`config.mk`:
```
export PLATFORM = sky130hd
export DESIGN_NAME = fprnd_sched
export DESIGN_NICKNAME = d
export VERILOG_FILES = /design/src/rtl/fprnd_sched.sv
export SDC_FILE = /design/constraint.sdc
export NUM_CORES = 1
export LEC_CHECK = 0
export CAP_MARGIN = 10
export CORE_AREA = 4 4 212 214
export DETAILED_ROUTE_END_ITERATION = 16
export DIE_AREA = 0 0 216 218
export HOLD_SLACK_MARGIN = 0.1
export PLACE_DENSITY = 0.56
export SYNTH_ARGS = -nofsm -noshare
export SYNTH_HDL_FRONTEND = slang
export SYNTH_SLANG_ARGS = --single-unit
export TNS_END_PERCENT = 100
```
`constraint.sdc`:
```
create_clock -name clk -period 2.2 [get_ports clk]
set_input_delay 0.44 -clock clk [delete_from_list [all_inputs] [get_ports clk]]
set_output_delay 0.44 -clock clk [all_outputs]
set_load 0.01 [all_outputs]
```
`src/rtl/fprnd_sched.sv`:
```
// Round-robin share of one FPU rounder among NREQ units: issue reg A feeds rounder, reg B holds result; 2-cycle latency.
// B full with out_ready low stalls A and drops req_ready; `FPRND_SCHED_TRAP_EN adds flag-triggered grant stall.
module fprnd_sched #(
    parameter int NREQ  = 2,
    parameter int TAG_W = 4,
    localparam int SRC_W = (NREQ > 1) ? $clog2(NREQ) : 1
) (
    input  logic                   clk,
    input  logic                   rst_n,
    input  logic [NREQ-1:0]        req_valid,
    output logic [NREQ-1:0]        req_ready,
    input  logic [NREQ*126-1:0]    req_data,
    input  logic [NREQ*TAG_W-1:0]  req_tag,
    input  logic                   ovf_en,
    input  logic                   unf_en,
    output logic [125:0]           rnd_bundle,
    output logic                   rnd_ovfen,
    output logic                   rnd_unfen,
    input  logic [63:0]            rnd_fp,
    input  logic [4:0]             rnd_ieee,
    output logic                   out_valid,
    input  logic                   out_ready,
    output logic [63:0]            out_fp,
    output logic [4:0]             out_ieee,
    output logic [SRC_W-1:0]       out_src,
    output logic [TAG_W-1:0]       out_tag,
    input  logic                   flag_clr,
    output logic [4:0]             sticky_flags
`ifdef FPRND_SCHED_TRAP_EN
    ,
    input  logic [4:0]             trap_mask,
    output logic                   trap,
    input  logic                   trap_ack
`endif
);

    localparam int BW = 126;

    logic             a_vld_q, b_vld_q;
    logic [BW-1:0]    a_bundle_q;
    logic [TAG_W-1:0] a_tag_q, b_tag_q;
    logic [SRC_W-1:0] a_src_q, b_src_q, ptr_q, ptr_d;
    logic             a_ovfen_q, a_unfen_q;
    logic [63:0]      b_fp_q;
    logic [4:0]       b_ieee_q, sticky_q;
    logic             b_adv, a_free, grant_ok, gnt_any, accept;
    logic [SRC_W-1:0] gnt_idx;

    // Index k positions above base, wrapping at NREQ.
    function automatic logic [SRC_W-1:0] rr_idx(input logic [SRC_W-1:0] base, input int k);
        int j;
        j = int'(base) + k;
        if (j >= NREQ) j = j - NREQ;
        return SRC_W'(j);
    endfunction

    assign b_adv  = a_vld_q & (~b_vld_q | out_ready);
    assign a_free = ~a_vld_q | b_adv;

`ifdef FPRND_SCHED_TRAP_EN
    logic trap_q;
    assign grant_ok = a_free & ~trap_q;
    assign trap     = trap_q;

    // A new trap event wins over a same-cycle acknowledge.
    always_ff @(posedge clk or negedge rst_n) begin
        if (!rst_n) begin
            trap_q <= 1'b0;
        end else begin
            trap_q <= (trap_q & ~trap_ack) | (b_adv & |(rnd_ieee & trap_mask));
        end
    end
`else
    assign grant_ok = a_free;
`endif

    // Descending scan so the requester closest to the pointer wins.
    always_comb begin
        gnt_any = 1'b0;
        gnt_idx = '0;
        for (int k = NREQ - 1; k >= 0; k--) begin
            if (req_valid[rr_idx(ptr_q, k)]) begin
                gnt_any = 1'b1;
                gnt_idx = rr_idx(ptr_q, k);
            end
        end
    end

    assign accept = gnt_any & grant_ok;
    assign ptr_d  = rr_idx(gnt_idx, 1);

    always_comb begin
        req_ready = '0;
        if (accept) req_ready[gnt_idx] = 1'b1;
    end

    always_ff @(posedge clk or negedge rst_n) begin
        if (!rst_n) begin
            a_vld_q    <= 1'b0;
            a_bundle_q <= '0;
            a_tag_q    <= '0;
            a_src_q    <= '0;
            a_ovfen_q  <= 1'b0;
            a_unfen_q  <= 1'b0;
            ptr_q      <= '0;
            b_vld_q    <= 1'b0;
            b_fp_q     <= '0;
            b_ieee_q   <= '0;
            b_src_q    <= '0;
            b_tag_q    <= '0;
            sticky_q   <= '0;
        end else begin
            if (accept) begin
                a_vld_q    <= 1'b1;
                a_bundle_q <= req_data[int'(gnt_idx)*BW +: BW];
                a_tag_q    <= req_tag[int'(gnt_idx)*TAG_W +: TAG_W];
                a_src_q    <= gnt_idx;
                a_ovfen_q  <= ovf_en;
                a_unfen_q  <= unf_en;
                ptr_q      <= ptr_d;
            end else if (b_adv) begin
                a_vld_q    <= 1'b0;
            end

            if (b_adv) begin
                b_vld_q  <= 1'b1;
                b_fp_q   <= rnd_fp;
                b_ieee_q <= rnd_ieee;
                b_src_q  <= a_src_q;
                b_tag_q  <= a_tag_q;
            end else if (out_ready) begin
                b_vld_q  <= 1'b0;
            end

            // Clear applies before the OR of a same-cycle capture.
            if (b_adv) begin
                sticky_q <= (flag_clr ? 5'b0 : sticky_q) | rnd_ieee;
            end else if (flag_clr) begin
                sticky_q <= '0;
            end
        end
    end

    assign rnd_bundle   = a_bundle_q;
    assign rnd_ovfen    = a_ovfen_q;
    assign rnd_unfen    = a_unfen_q;
    assign out_valid    = b_vld_q;
    assign out_fp       = b_fp_q;
    assign out_ieee     = b_ieee_q;
    assign out_src      = b_src_q;
    assign out_tag      = b_tag_q;
    assign sticky_flags = sticky_q;

endmodule
```
Yosys cells after proc, flatten, opt, wreduce, memory -nomap -nowiden --
Cells that the tools add are included.
Word-level totals: output and inout bits 210, register bits after elaboration 215
Operators by class: bitwise gates (word level) 7, shifts and indexed selects 2, $add $sub $neg 5, magnitude comparators 7, reductions and logical operators 3, multipliers 1, muxes and demuxes 20
Operator list (count):
- indexed part select 252 x 9 -> 126 bit | 1
- two-way mux 1 bit | 16
- two-way mux 5 bit | 2
- indexed part select 8 x 4 -> 4 bit | 1
- multiplier 1 x 6 -> 7 bit (second input constant) | 1
- less-than comparator 1 x 2 -> 1 bit (second input constant) | 3
- bitwise OR 5 bit | 1
- adder 1 x 1 -> 2 bit (second input constant) | 2
- >= comparator 2 bit (second input constant) | 2
- nonzero test 2 bit | 2
- subtractor 1 bit (second input constant) | 3
- bitwise AND 1 bit | 2
- >= comparator 1 x 2 -> 1 bit (second input constant) | 1
- two-way mux 2 bit | 1
- NOT 1 bit | 2
- bitwise OR 1 bit | 2
- demux 1 bit (select 1 bit) | 1
- >= comparator 1 bit (second input constant) | 1
- logical AND 1 bit | 1

Logic depth before layout (Yosys ltp) --
Gate-level depths: netlist (run 1).
depth in word-level cells 12, gate-level depth with buffers 7, mapped depth without buffers 3

Worst setup path after synthesis (run 1) --
No wires, ideal clock.
path type register -> output, from register a_vld_q, to output req_ready[1], data arrival time 1331 ps, path buffers 3, required time 1760 ps, stages on the path, launching flop included 6, setup slack 429 ps, cell sequence dfrtp_1 -> buf_4 -> and3b_1 -> buf_2 -> buf_4 -> nor3b_1
Between the ends: longest elaborated chain between the ends 4
Ends and longest elaborated chain:
- start: declaration | RTL line 39 | logic a_vld_q, b_vld_q;
- start signal: assignment | RTL line 99 | a_vld_q <= 1'b0;
- start signal: assignment | RTL line 114 | a_vld_q <= 1'b1;
- start signal: assignment | RTL line 122 | a_vld_q <= 1'b0;
- bitwise AND 1 bit or NOT 1 bit (tied branches) | RTL line 57, 58
- bitwise OR 1 bit (*) | RTL line 58 | assign a_free = ~a_vld_q | b_adv;
- bitwise AND 1 bit (*) | RTL line 89 | assign accept = gnt_any & grant_ok;
- two-way mux 2 bit (*) | RTL line 94 | if (accept) req_ready[gnt_idx] = 1'b1;
- end: declaration | RTL line 11 | output logic [NREQ-1:0] req_ready,
Every way passes the cells marked *; elsewhere a longest branch is shown, timed or not.

Worst setup path in the final report (run 1) --
from input out_ready, to output req_ready[0]
Between the ends: longest elaborated chain between the ends 5
Ends and longest elaborated chain:
- start: declaration | RTL line 22 | input logic out_ready,
- bitwise OR 1 bit | RTL line 57 | assign b_adv = a_vld_q & (~b_vld_q | out_ready);
- bitwise AND 1 bit | RTL line 57
- bitwise OR 1 bit | RTL line 58
- bitwise AND 1 bit | RTL line 89
- two-way mux 2 bit | RTL line 94
No other way between the ends.

==> flow_metrics.py, run 1 <==
metrics = {
    "finish": {
        "synthToLayoutAreaGrowth_pct": 77.0,
        "final_area_um2": 16400,
        "utilization_pct": 38.3,
        "nets": 1667,
        "finalNonFillerCells": 1931,
        "n_fill_cell": 4247,
        "drive_above_1_share_pct": 12.8,
    },
    "worst_setup_path": {
        "r2r_start": "a_vld_q",
        "critPathMaxFanout": 2,
        "start_kind": "primary input",
        "ff2ff_setup_slack_ns": 0.46,
        "cp_cell_sequence": "clkdlybuf4s50_1 > buf_4 > nand3b_4 > and3_4 > dlygate4sd2_1",
        "critPathKind": "primary input to primary output",
        "cpMaxStageDelayCell": "clkdlybuf4s50_1",
        "worstSetupStartpoint": "out_ready",
        "reg2reg_to": "rnd_bundle[87]",
        "cp.required_ns": 1.76,
        "worst_path_largest_cell_delay_ns": 0.49,
        "endpoint_kind": "primary output",
        "worst_ep_arrival_time_ns": 1.68,
        "ff2ff_path_depth": 6,
    },
    "grt": {
        "grt_pass1_vias": 9174,
        "overflow": 0,
        "grt_usage_pct": 15.4,
        "grt_pass1_wl_mm": 57.8,
        "antenna_found_initial": 1,
        "grt_max_degree": 91,
    },
    "logic_synthesis": {
        "synth.largest_area_cell": "dfrtp_1",
        "synthFlopType": "dfrtp_1",
        "syn_area_per_cell_um2": 11.7,
        "yosys-top-cells-area": "dfrtp_1 58%, a221o_1 14%, mux2_2 8.6%",
        "yosysUniqueCellTypes": 25,
        "synth_commonest_cells": "215 x dfrtp_1, 132 x nand2_1, 130 x a221o_1, 130 x nor3_1, 71 x mux2_2",
        "synth_seq_area_share_pct": 58.0,
        "postSynthRegisterBits": 215,
        "synth.most_common_cell": "dfrtp_1",
        "synth-edff-count": 0,
        "syn_nets": 1130,
        "post-synth-top-area-fraction_pct": 58.0,
        "synth_area_um2": 9280,
        "synthCells": 793,
        "yosysWarnings": 0,
        "synthArstFlopShare_pct": 100,
    },
    "detailed_routing": {
        "ant_nets": 0,
        "vias": 8803,
        "drt_wl_total_mm": 38.6,
        "detail_route.wl_per_cell_um": 20.0,
        "avgViaCountPerCell": 4.56,
        "drt_iter0_markers": 476,
        "first_pass_iters": 6,
        "drc": 0,
    },
    "clocking": {
        "cts_made_buffers": 25,
        "cts.path.max_buffers": 3,
        "clock_latency_ns": 0.53,
        "cts_tree": "built",
        "ctsHtreeMaxLevel": 1,
        "cts_sinks": 215,
        "cts_root_buf": "clkbuf_16",
        "clkSlewWorstSetupHoldPaths_ns": 0.06,
    },
    "place": {
        "portBuffers": 546,
        "placed_cell_area_um2": 15600,
        "post-dp-hpwl_mm": 28.2,
        "dp_slack_ns": -0.402,
        "dp.cells": 1887,
        "place_congestion": 0.850,
    },
    "worst_hold_path": {
        "hold_path_class": "register to register",
        "hold_end": "a_src_q",
        "whs_path_depth": 1,
        "hold_start": "a_src_q",
    },
    "timing": {
        "setup_slack_ns": 0.0785,
        "max_slew_margin_pct": 55.2,
        "finalClockSkew_ns": 0.00820,
        "hold_viol_final": 0,
        "maxSlewViolCount": 0,
        "period_share_pct": 96.4,
        "period_needed_ns": 2.12,
        "rsz0062_at_grt": "no",
        "setup_viol": 0,
        "fmax_ghz": 0.471,
        "tightest_slew_ns": 0.672,
    },
    "flow_run": {
        "drv_cap": 0,
    },
    "floorplanning": {
        "io_pins": 547,
        "die_width_um": 216,
        "start_util_pct": 21.6,
        "die_h_um": 218,
        "dieArea_um2": 47100,
        "rows": 76,
        "core_um2": 42900,
    },
    "pwr": {
        "power.density_nw_per_um2": 798,
        "ir_drop_mv": 0.533,
        "seqPwrFrac_pct": 38.5,
        "p_leak_uw": 0.00671,
        "p_switching_uw": 3720,
        "fin_total_pwr_uw": 13100,
        "p_int_uw": 9380,
        "power.share.switching_pct": 28.4,
        "pwr-share-comb_pct": 30.5,
        "power_frac_clock_pct": 31.0,
    },
    "run_status": {
        "status": "finished clean",
    },
}
[registers in the layout (all words and copies together) (netlist names), 4 cells and up]
name	cells
a_tag_q	4
sticky_flags	5
rnd_bundle	126
out_ieee	5
out_tag	4
out_fp	64
[cells in the final DEF (no fill, tap or decap), types with 9 or more instances in the layout]
| cell type | netlist | layout |
|---|---|---|
| mux2_2 | 71 | 71 |
| nor3_1 | 130 | 130 |
| clkbuf_16 | 0 | 25 |
| buf_12 | 0 | 16 |
| a221o_1 | 130 | 130 |
| clkdlybuf4s50_1 | 0 | 542 |
| buf_4 | 3 | 31 |
| clkbuf_8 | 0 | 9 |
| nand2_1 | 132 | 131 |
| dfrtp_1 | 215 | 215 |
[layout make-up]
cell class / instances / area (um^2) / area share (%)
repair buffers: 593 / 6020 / 36.6
multi-input cells: 490 / 3480 / 21.2
clock buffers: 36 / 757 / 4.61
clock inverters: 6 / 38.8 / 0.236
well taps: 585 / 732 / 4.46
flip-flops and latches: 215 / 5380 / 32.8
diodes: 1 / 2.50 / 0.0152
inverters: 5 / 18.8 / 0.114
[routing by layer]
layer / part of all wire (%) / track usage [%] / up-vias
met3: 6.9 / 3.58 / 61
met5: 0 / 0 / -
met4: 2.7 / 4.78 / 0
met1: 41 / 19.7 / 4334
met2: 49 / 26.0 / 376
li1: - / - / 4032
[metrics by stage]
stage               TNS [ns]  hold slack (ns)
floorplan                  0            0.144
global placement       -9.64            0.460
detailed placement     -9.88            0.462
CTS                        0            0.476
global route               0            0.494
finish                     0            0.473
[worst max-delay path by stage]
| stage | end | slack, ns | cells past startpoint |
|---|---|---|---|
| floorplan | req_ready[1] | 0.43 | 5 |
| global placement | req_ready[1] | -0.46 | 5 |
| detailed placement | req_ready[1] | -0.40 | 5 |
| CTS | req_ready[1] | 0.002 | 5 |
| global route | req_ready[0] | 0.03 | 4 |
| finish | req_ready[0] | 0.08 | 5 |
[power groups by stage]
| stage | Sequential, uW | Clock [uW] | Combinational [uW] |
|---|---|---|---|
| finish | 5050 | 4060 | 4000 |
| global route | 5140 | 4350 | 4250 |
| CTS | 5050 | 4210 | 4060 |
| detailed placement | 5090 | 0 | 4050 |
| global placement | 5090 | 0 | 4020 |
| floorplan | 5360 | 0 | 1160 |
[logic make-up after synthesis]
logic type	count (synthesis)	synth area share, %
and+or+nand+nor	275	13.4
DFF	215	58.0
muxes	71	8.62
AOI/OAI and AO/OA	144	15.1
buffers and inverters	88	4.95
[what timing repair did]
action                                  CTS  global route
setup buffers                             0             0
pin swaps                                 0             1
endpoints found under the hold margin    58             0
hold buffers                              1             0
resized for setup                         5             1
endpoints found under the setup margin    2             1
[worst max-delay path: cells and delay by family]
kind,cells,cell delay (ns)
and+or+nand+nor,2,0.32
buffers and inverters,3,0.92
(Power assumes the default switching activity.)
==> inputs of run 2 (changes only) <==
--- a/config.mk
+++ b/config.mk
@@ -5,12 +5,13 @@
 export SDC_FILE = /design/constraint.sdc
 export NUM_CORES = 1
 export LEC_CHECK = 0
-export CAP_MARGIN = 10
+export CAP_MARGIN = 5
 export CORE_AREA = 4 4 212 214
 export DETAILED_ROUTE_END_ITERATION = 16
 export DIE_AREA = 0 0 216 218
 export HOLD_SLACK_MARGIN = 0.1
 export PLACE_DENSITY = 0.56
+export SKIP_CTS_REPAIR_TIMING = 1
 export SYNTH_ARGS = -nofsm -noshare
 export SYNTH_HDL_FRONTEND = slang
 export SYNTH_SLANG_ARGS = --single-unit
==> run 2 against run 1 <==
Die area unchanged. Count of clock-buffer cells in the layout unchanged. Global-route usage about the same. Clock skew about the same. Cell count unchanged. Worst setup slack better by 0.019 ns. Sequential cell count unchanged. Via count down 0.18%. Clock power about the same. First-iteration DRC count up 2.7%. Largest power group unchanged. Highest routed layer unchanged.
==> flow_metrics.py, run 2 (synthesis results as in run 1) <==
metrics = {
    "floorplanning": {
        "start_util_pct": 21.6,
        "io_pins": 547,
        "core_um2": 42900,
        "rows": 76,
        "die_h_um": 218,
        "dieArea_um2": 47100,
        "die_width_um": 216,
    },
    "place": {
        "post-dp-hpwl_mm": 28.2,
        "portBuffers": 546,
        "place_congestion": 0.850,
    },
    "timing": {
        "maxSlewViolCount": 0,
        "period_share_pct": 95.6,
        "period_needed_ns": 2.10,
        "finalClockSkew_ns": 0.00813,
        "hold_viol_final": 0,
        "setup_viol": 0,
        "max_slew_margin_pct": 55.2,
        "whs_ns": 0.473,
        "tightest_slew_ns": 0.673,
        "fmax_ghz": 0.476,
        "rsz0062_at_grt": "no",
    },
    "clocking": {
        "cts_made_buffers": 25,
        "cts_root_buf": "clkbuf_16",
        "cts_tree": "built",
        "cts_sinks": 215,
        "clkSlewWorstSetupHoldPaths_ns": 0.06,
        "clock_latency_ns": 0.53,
        "cts.path.max_buffers": 3,
        "ctsHtreeMaxLevel": 1,
    },
    "worst_setup_path": {
        "cp.required_ns": 1.76,
        "critPathKind": "primary input to primary output",
        "cp_cell_sequence": "clkdlybuf4s50_1 > and3b_4 > nor3b_2 > buf_4 > dlymetal6s2s_1",
        "worst_path_largest_cell_delay_ns": 0.49,
        "ff2ff_path_depth": 6,
        "critPathBufInv": 3,
        "reg2reg_to": "rnd_bundle[87]",
        "critPathMaxFanout": 2,
        "worst_ep_arrival_time_ns": 1.66,
        "critical-path-top-delay-family": "buffers and inverters",
        "worstSetupStartpoint": "out_ready",
        "r2r_start": "a_vld_q",
        "ff2ff_setup_slack_ns": 0.46,
        "start_kind": "primary input",
        "endpoint_kind": "primary output",
        "cpMaxStageDelayCell": "clkdlybuf4s50_1",
    },
    "finish": {
        "largest_reg_flops": 126,
        "drive_above_1_share_pct": 12.7,
        "final_cell_mix": "542 x clkdlybuf4s50_1, 215 x dfrtp_1, 131 x nand2_1",
        "final_common_cell": "clkdlybuf4s50_1",
        "nets": 1667,
        "synthToLayoutAreaGrowth_pct": 77.2,
    },
    "pwr": {
        "p_int_uw": 9390,
        "p_switching_uw": 3720,
        "power.share.switching_pct": 28.4,
        "power.density_nw_per_um2": 797,
        "seqPwrFrac_pct": 38.5,
        "p_leak_uw": 0.00673,
        "power_frac_clock_pct": 30.9,
        "fin_total_pwr_uw": 13100,
        "pwr-share-comb_pct": 30.5,
        "ir_drop_mv": 0.533,
    },
    "grt": {
        "grt_pass1_wl_mm": 57.7,
        "antenna_found_initial": 1,
        "grt_pass1_vias": 9165,
        "grt_max_degree": 91,
        "overflow": 0,
        "grt_usage_pct": 15.4,
    },
    "detailed_routing": {
        "detail_route.wl_per_cell_um": 20.0,
        "vias": 8787,
        "drt_iter0_markers": 489,
        "ant_nets": 0,
        "first_pass_iters": 6,
        "drt_wl_total_mm": 38.5,
        "drc": 0,
        "avgViaCountPerCell": 4.55,
    },
    "worst_hold_path": {
        "whs_path_depth": 1,
        "hold_end": "a_src_q",
        "hold_start": "a_src_q",
        "hold_path_class": "register to register",
    },
    "flow_run": {
        "drv_cap": 0,
    },
    "run_status": {
        "status": "finished clean",
    },
}
[run 2: per-layer routing]
metal  GRT usage, %  vias up  wire length (um)
li1               -     4031                 -
met1           19.7     4328             15900
met2           26.0      365             18900
met3           3.58       63              2600
met4           4.78        0              1060
met5              0        -                 0
[run 2: metrics by stage]
stage               TNS [ns]  util (%)  instances  cell area (um^2)  worst slack [ns]
global placement       -9.64      36.4       1887             15600            -0.458
detailed placement     -9.88      36.4       1887             15600            -0.402
floorplan                  0         -        793              9280             0.429
CTS                   -0.635      38.3       1929             16400            -0.414
finish                     0      38.3       1931             16400            0.0975
global route               0      38.3       1931             16400            0.0134
[run 2: power by group through the flow]
stage	clock (uW)	combinational, uW	sequential (uW)
floorplan	0	1160	5360
global placement	0	4020	5090
detailed placement	0	4050	5090
CTS	4210	4060	5050
global route	4350	4260	5140
finish	4050	4000	5050
[run 2: worst max-delay path by stage]
| stage | endpoint | slack [ns] | cells past startpoint |
|---|---|---|---|
| after floorplan | req_ready[1] | 0.43 | 5 |
| after global placement | req_ready[1] | -0.46 | 5 |
| after detailed placement | req_ready[1] | -0.40 | 5 |
| after CTS | req_ready[1] | -0.41 | 5 |
| after global routing | req_ready[1] | 0.01 | 5 |
| final | req_ready[1] | 0.1 | 5 |
[run 2: area by class of cell]
type	instances	area [um^2]
clock buffer	36	757
fill	4246	26500
tap	585	732
multi-input combinational	490	3480
sequential	215	5380
antenna	1	2.50
timing repair buffer	593	6030
inverter	5	18.8
clock inverter	6	38.8
[run 2: worst reg2reg max path, stage by stage, from the launching register on]
cell and delay, ns:
dfrtp_1 0.34, buf_4 0.18, nand3b_4 0.09, and3_4 0.19, buf_4 0.15, buf_12 0.18, a221o_1 0.51
==> inputs of run 3 (changes only) <==
--- a/config.mk
+++ b/config.mk
@@ -5,7 +5,6 @@
 export SDC_FILE = /design/constraint.sdc
 export NUM_CORES = 1
 export LEC_CHECK = 0
-export CAP_MARGIN = 5
 export CORE_AREA = 4 4 212 214
 export DETAILED_ROUTE_END_ITERATION = 16
 export DIE_AREA = 0 0 216 218
==> results of run 3 <==
No change in the layout: final DEF, timing and power equal those of run 2.
